$ cat config.mk
export PLATFORM = sky130hd
export DESIGN_NAME = simd_vrf
export DESIGN_NICKNAME = d
export VERILOG_FILES = /design/src/rtl/simd_pkg.sv /design/src/rtl/simd_vrf_scoreboard.sv /design/src/rtl/simd_vrf.sv
export SDC_FILE = /design/constraint.sdc
export NUM_CORES = 2
export LEC_CHECK = 0
export CAP_MARGIN = 20
export CORE_MARGIN = 5
export CORE_UTILIZATION = 35
export CTS_CLUSTER_DIAMETER = 100
export DETAILED_ROUTE_END_ITERATION = 10
export HOLD_SLACK_MARGIN = 0.1
export PLACE_DENSITY_LB_ADDON = 0.05
export SLEW_MARGIN = 15
export SYNTH_ARGS = -nofsm -noshare
export SYNTH_HDL_FRONTEND = slang
export SYNTH_SLANG_ARGS = --single-unit
$ cat constraint.sdc
create_clock -name clk -period 5 [get_ports clk]
set_clock_uncertainty 0.15 [all_clocks]
set_input_delay 1 -clock clk [delete_from_list [all_inputs] [get_ports clk]]
set_output_delay 1 -clock clk [all_outputs]
set_load 0.1 [all_outputs]
$ cat src/rtl/simd_pkg.sv
// simd_pkg: shared sizes, vector types and lane-merge helper for the SIMD vector register file
package simd_pkg;
  localparam int ELEMENTS_PER_REGISTER = 4;
  localparam int ELEM_WIDTH = 32;
  localparam int NUM_VREGS = 8;
  localparam int VR_WIDTH = ELEMENTS_PER_REGISTER * ELEM_WIDTH;
  localparam int IDX_W = $clog2(NUM_VREGS);
  localparam int CNT_W = IDX_W + 1;
  typedef logic [IDX_W-1:0] vreg_idx_t;
  typedef logic [VR_WIDTH-1:0] vec_t;
  typedef logic [ELEMENTS_PER_REGISTER-1:0] lane_mask_t;
  localparam vec_t ZERO_VECTOR = '0;
  function automatic vec_t merge_lanes(vec_t old_v, vec_t new_v, lane_mask_t m);
    vec_t r;
    r = old_v;
    for (int i = 0; i < ELEMENTS_PER_REGISTER; i++)
      if (m[i]) r[i*ELEM_WIDTH +: ELEM_WIDTH] = new_v[i*ELEM_WIDTH +: ELEM_WIDTH];
    return r;
  endfunction
endpackage

$ cat src/rtl/simd_vrf_scoreboard.sv
// simd_vrf_scoreboard: busy bits, issue accept, outstanding count, sticky wb error (VRF_BYPASS_EN lets a same-cycle writeback clear the hazard)
module simd_vrf_scoreboard
  import simd_pkg::*;
(
  input  logic                 clk,
  input  logic                 reset,
  input  logic                 issue_valid,
  input  logic [IDX_W-1:0]     issue_ra1,
  input  logic [IDX_W-1:0]     issue_ra2,
  input  logic [IDX_W-1:0]     issue_rd,
  input  logic                 wb_valid,
  input  logic [IDX_W-1:0]     wb_rd,
  output logic                 issue_ready,
  output logic [NUM_VREGS-1:0] busy_vec,
  output logic [CNT_W-1:0]     outstanding,
  output logic                 wb_unexpected
);
  logic [NUM_VREGS-1:0] busy_q, busy_d, busy_eff, wb_clr;
  logic [CNT_W-1:0] outstanding_q, outstanding_d;
  logic wb_unexpected_q, wb_unexpected_d;
  always_comb begin
    wb_clr = wb_valid ? NUM_VREGS'(1) << wb_rd : '0;
`ifdef VRF_BYPASS_EN
    busy_eff = busy_q & ~wb_clr;
`else
    busy_eff = busy_q;
`endif
    issue_ready = !reset && issue_valid && !busy_eff[issue_ra1] && !busy_eff[issue_ra2] && !busy_eff[issue_rd];
    busy_d = (busy_q & ~wb_clr) | (issue_ready ? NUM_VREGS'(1) << issue_rd : '0);
    wb_unexpected_d = wb_unexpected_q | (wb_valid & ~busy_q[wb_rd]);
    outstanding_d = '0;
    for (int i = 0; i < NUM_VREGS; i++) outstanding_d = outstanding_d + CNT_W'(busy_d[i]);
  end
  always_ff @(posedge clk) begin
    if (reset) begin
      busy_q <= '0;
      outstanding_q <= '0;
      wb_unexpected_q <= 1'b0;
    end else begin
      busy_q <= busy_d;
      outstanding_q <= outstanding_d;
      wb_unexpected_q <= wb_unexpected_d;
    end
  end
  assign busy_vec = busy_q;
  assign outstanding = outstanding_q;
  assign wb_unexpected = wb_unexpected_q;
endmodule

$ cat src/rtl/simd_vrf.sv
// simd_vrf: vector register file with masked writeback and issue scoreboard (VRF_BYPASS_EN adds writeback-to-read forwarding)
module simd_vrf
  import simd_pkg::*;
(
  input  logic                             clk,
  input  logic                             reset,
  input  logic                             issue_valid,
  input  logic [IDX_W-1:0]                 issue_ra1,
  input  logic [IDX_W-1:0]                 issue_ra2,
  input  logic [IDX_W-1:0]                 issue_rd,
  output logic                             issue_ready,
  output logic [VR_WIDTH-1:0]              rd1,
  output logic [VR_WIDTH-1:0]              rd2,
  input  logic                             wb_valid,
  input  logic [IDX_W-1:0]                 wb_rd,
  input  logic [VR_WIDTH-1:0]              wd3,
  input  logic [ELEMENTS_PER_REGISTER-1:0] wb_lane_mask,
  output logic [NUM_VREGS-1:0]             busy_vec,
  output logic [CNT_W-1:0]                 outstanding,
  output logic                             wb_unexpected
);
  vec_t vr_q [NUM_VREGS];
  vec_t vr_d [NUM_VREGS];
  vec_t wb_merged;
  always_comb begin
    wb_merged = merge_lanes(vr_q[wb_rd], wd3, wb_lane_mask);
    vr_d = vr_q;
    if (wb_valid) vr_d[wb_rd] = wb_merged;
`ifdef VRF_BYPASS_EN
    rd1 = wb_valid && issue_ra1 == wb_rd ? wb_merged : vr_q[issue_ra1];
    rd2 = wb_valid && issue_ra2 == wb_rd ? wb_merged : vr_q[issue_ra2];
`else
    rd1 = vr_q[issue_ra1];
    rd2 = vr_q[issue_ra2];
`endif
  end
  always_ff @(posedge clk) begin
    if (reset) vr_q <= '{default: ZERO_VECTOR};
    else vr_q <= vr_d;
  end
  simd_vrf_scoreboard u_sb (
    .clk(clk),
    .reset(reset),
    .issue_valid(issue_valid),
    .issue_ra1(issue_ra1),
    .issue_ra2(issue_ra2),
    .issue_rd(issue_rd),
    .wb_valid(wb_valid),
    .wb_rd(wb_rd),
    .issue_ready(issue_ready),
    .busy_vec(busy_vec),
    .outstanding(outstanding),
    .wb_unexpected(wb_unexpected)
  );
endmodule

# == Word-level counts from Yosys, hierarchy flattened ==
# Cells that the tools add are included.
# W data, S select, Z words.
# word_totals
reg_bits,1037
# op_classes
n_addsub,7
order_cmp,8
shifts,2
mux,26
bitwise,9
reduce_logical,9
# op_table
cell,n
$bmux W128 S3,3
$bwmux W1024,1
$mux W128,7
$demux W128 S3,1
$mux W32,4
$add A4 B1 Y4,6
$lt A3 B4 Y1 const B,4
$mux W8,2
$shl A1 B3 Y8 const A,2
$bmux W1 S3,4
$ge A4 B4 Y1 const B,3
$not A3 Y4,3
$and A8 B8 Y8,1
$not A8 Y8,1
$or A8 B8 Y8,1
$logic_and A1 B1 Y1,5
$logic_not A1 Y1,4
$lt A4 B1 Y1 const B,1
$mux W1,4
$add A1 B1 Y2,1
$and A1 B1 Y1,1
$not A1 Y1,1
$or A1 B1 Y1,1

# == Longest topological paths before layout ==
# logic_depth
word_depth,15
mapped_depth,16

# == Hierarchy ==
# A second synthesis with hierarchy kept.
# unflattened
hier_cells,5624
hier_area_um2,62934.1
# modules_own_cells
mod,n_inst,cells_per_inst,area_each_um2
simd_vrf,1,5530,61964.4
simd_vrf_scoreboard,1,94,969.7

# == Worst setup path after synthesis ==
# Ideal clock, no wire load.
# synth_timing
path_type,in2out
start,input issue_ra1[1]
end,output issue_ready
arrival_ns,4.143
required_time_ns,3.850
setup_slack_ns,-0.293
stages,5
n_path_buf,1
path_cell_list,buf_2 > mux4_2 > mux2i_4 > nand3_1 > nor3_1
# synth_via
elab_chain_cells,6
# synth_rtl
item,line_no,source
start: declaration,simd_vrf.sv:8,"input logic [IDX_W-1:0] issue_ra1,"
$bmux W1 S3,simd_vrf_scoreboard.sv:28,issue_ready = !reset && issue_valid && !busy_eff[issue_ra1] && !busy_eff[issue_ra2] && !busy_eff[issue_rd];
$mux W1 (implied by the code),simd_vrf_scoreboard.sv:28,
$logic_not A1 Y1,simd_vrf_scoreboard.sv:28,
$logic_and A1 B1 Y1 (3 in series),simd_vrf_scoreboard.sv:28,
end: declaration,simd_vrf.sv:11,"output logic issue_ready,"
# Every way passes these cells. The select of a mux whose other input is x is not followed.

# == Worst setup path after layout ==
# layout_timing
start,input issue_ra1[1]
end,output rd1[121]
# layout_via
elab_chain_cells,4
# layout_rtl
item,line_no,source
$not A3 Y4 (implied by the code),simd_vrf.sv:33,rd1 = vr_q[issue_ra1];
$bmux W128 S3,simd_vrf.sv:33,
$mux W128 (implied by the code) (2 in series),simd_vrf.sv:33,
end: declaration,simd_vrf.sv:12,"output logic [VR_WIDTH-1:0] rd1,"
# Every way passes these cells. The select of a mux whose other input is x is not followed.

==> impl_metrics.py <==
metrics = {
    "run_status": {
        "outcome": "finished, final reports clean",
    },
    "detailed_routing": {
        "drc": 0,
        "viasPerCell": 5.94,
        "dr_total_vias": 47500,
        "wire_per_inst_um": 27.5,
        "first_pass_iters": 5,
        "dr.first_iter.drc_count": 3614,
        "antenna_left": 0,
        "wirelength_um": 220000,
    },
    "clock_tree": {
        "cts_resized": 0,
        "cts_setup_buffers": 0,
        "cts_buffers": 134,
        "h-tree-depth": 4,
        "cts_tree": "built",
        "worstSkewPairLatency_ps": 780,
        "ctsHoldBuffers": 0,
        "cts.sinks": 1037,
        "path_clk_slew_ps": 50,
        "clk_path_buf_depth": 3,
        "clock-root-buffer": "clkbuf_16",
    },
    "worst_hold_path": {
        "holdCritStartpoint": "reset",
        "hold_class": "primary input to flip-flop",
    },
    "sta": {
        "rsz0062_at_grt": "false",
        "worstMarginPinSlew_ps": 1170,
        "fin_crit_sh": 0.976,
        "fmax_mhz": 205,
        "finalCriticalPeriod_ps": 4880,
        "hold_viol": 0,
        "whs_ps": 371,
        "slew_headroom": 0.219,
        "finalMaxSlewViolations": 0,
        "setup_viol": 0,
    },
    "pwr": {
        "swShare": 0.303,
        "comb_power_share": 0.183,
        "p_leak_nw": 24.1,
        "cellPowerDensity_mw_per_mm2": 322,
        "p_switching_w": 0.00690,
        "p_int_w": 0.0159,
        "seqPwrFrac": 0.389,
        "power_frac_clock": 0.428,
        "vdd_drop_max_mv": 0.326,
    },
    "floorplanning": {
        "core-area_mm2": 0.170,
        "start_util": 0.353,
        "io_pins": 418,
        "dieWidth_um": 423,
        "num_rows": 151,
        "dieArea_mm2": 0.179,
        "die_y_um": 423,
    },
    "yosys": {
        "synth.ff_latch_count": 1037,
        "synth_seq_area_share": 0.347,
        "syn_area_per_cell_um2": 10.7,
        "syn-instance-count": 5604,
        "synth-async-reset-ratio": 0,
        "synth_fp_nets": 5759,
        "syn_area_mm2": 0.0598,
        "synth_edf_count": 0,
        "synth_ff_type": "dfxtp_1",
        "ys_types": 41,
        "yosys_warnings": 0,
    },
    "worst_setup_path": {
        "cp_data_required_time_ps": 3850,
        "worstSetupEndpointType": "primary output",
        "cp.arrival_ps": 3730,
        "startpoint": "issue_ra1[1]",
        "crit_path_start_kind": "primary input",
        "crit_path_max_fanout": 58,
        "r2r_start": "u_sb.busy_vec[0]",
        "worstSetupPathType": "primary input to primary output",
    },
    "grt": {
        "grt_pass1_vias": 47400,
        "grt_pass1_wl_um": 326000,
        "grt_overflow": 0,
        "grt_max_degree": 199,
        "antenna_found_initial": 11,
        "track_usage": 0.238,
    },
    "flow_run": {
        "drv_cap": 0,
    },
    "finish": {
        "design_area_mm2": 0.0708,
        "final_cell_mix": "dfxtp_1 (1037), nor2_1 (1028), a211oi_1 (1024)",
        "final_layout_size_suffix_gt1_frac": 0.269,
        "register_area_mm2": 0.0208,
        "nFillCells": 16200,
        "multi_input_area_mm2": 0.0363,
        "fin_nets": 5824,
        "layout_commonest_cell": "dfxtp_1",
        "areaGrowthSynthToFinish_pct": 18.4,
    },
    "placed_design": {
        "port_buffers": 417,
        "placed_area_mm2": 0.0664,
        "hpwl_um": 126000,
        "gp_congestion": 0.796,
    },
}
power by group through the flow:
stage	logic [W]	clock network, W	registers [W]
3_3_place_gp	0.00419	0	0.00902
2_1_floorplan	0.00292	0	0.00897
3_5_place_dp	0.00420	0	0.00903
4_1_cts	0.00422	0.0100	0.00885
5_1_grt	0.00442	0.0103	0.00890
6_report	0.00418	0.00975	0.00886
sequential cells by signal, summed over array words and instances (netlist names):
| register | count |
|---|---|
| u_sb.busy_vec | 8 |
| u_sb.outstanding | 4 |
| u_sb.wb_unexpected | 1 |
| vr_q | 1024 |
logic make-up (layout without fill, tap and decap cells):
logic type | count (synthesis) | after routing | synth area share
XOR/XNOR | 1 | 1 | 0.000146
flip-flops | 1037 | 1037 | 0.347
other | 0 | 7 | 0
AO/OA/AOI/OAI | 1431 | 1431 | 0.190
buffers and inverters | 632 | 798 | 0.0474
adder cells (fa/ha/maj) | 7 | 7 | 0.00197
multiplexers | 1293 | 1293 | 0.331
AND/OR/NAND/NOR | 1203 | 1203 | 0.0828
synthesized netlist by cell type (6+ instances only):
| library cell | number | area [um2] |
|---|---|---|
| a211oi_1 | 1024 | 7690 |
| mux2i_1 | 517 | 5170 |
| clkbuf_1 | 330 | 1240 |
| a22oi_1 | 248 | 1860 |
| a22oi_2 | 8 | 100 |
| and2_1 | 129 | 807 |
| inv_1 | 7 | 26.3 |
| o21ai_0 | 13 | 65.1 |
| mux2_2 | 256 | 2880 |
| buf_4 | 46 | 345 |
| mux4_2 | 519 | 11700 |
| nand2_1 | 7 | 26.3 |
| a31oi_2 | 127 | 1590 |
| dfxtp_1 | 1037 | 20800 |
| nor2_1 | 1034 | 3880 |
| buf_1 | 46 | 173 |
| o22ai_1 | 6 | 37.5 |
| buf_2 | 197 | 986 |
final timing paths:
path	slack, ps	endpoint	cells past startpoint
hold / removal	370	vr_q[257]	2
setup reg to reg	820	u_sb.outstanding[2]	13
hold reg to reg	370	vr_q[399]	2
setup / recovery	120	rd1[121]	6
layout make-up:
type / count / area share
Sequential cell: 1037 / 0.293
Timing Repair Buffer: 554 / 0.0926
Clock buffer: 199 / 0.0562
Antenna cell: 7 / 0.000247
Tap cell: 2218 / 0.0392
Inverter: 7 / 0.000371
Multi-Input combinational cell: 3935 / 0.512
Clock inverter: 38 / 0.00583
layer usage:
layer  global-route usage  vias to the layer above  part of all wire
li1                     -                    22000                 -
met1                0.314                    23900              0.44
met2                0.401                     1241              0.49
met3               0.0294                      313             0.041
met4               0.0857                        0             0.036
met5                    0                        -                 0
per-stage QoR:
step           TNS, ps  std cells  utilization  total power, W  worst slack (ps)
5_1_grt              0       7993        0.417          0.0237              42.5
6_report             0       7995        0.417          0.0228               122
2_1_floorplan        0       5604            -          0.0119               148
3_5_place_dp      -698       7751        0.391          0.0132              -307
4_1_cts              0       7988        0.417          0.0231              88.0
3_3_place_gp      -690       7751        0.391          0.0132              -397
critical path: stages:
cell,delay [ps]
buf_8,90
buf_4,520
buf_4,940
mux4_2,600
mux2_2,300
buf_4,240
Power figures use the tool's default switching activity.
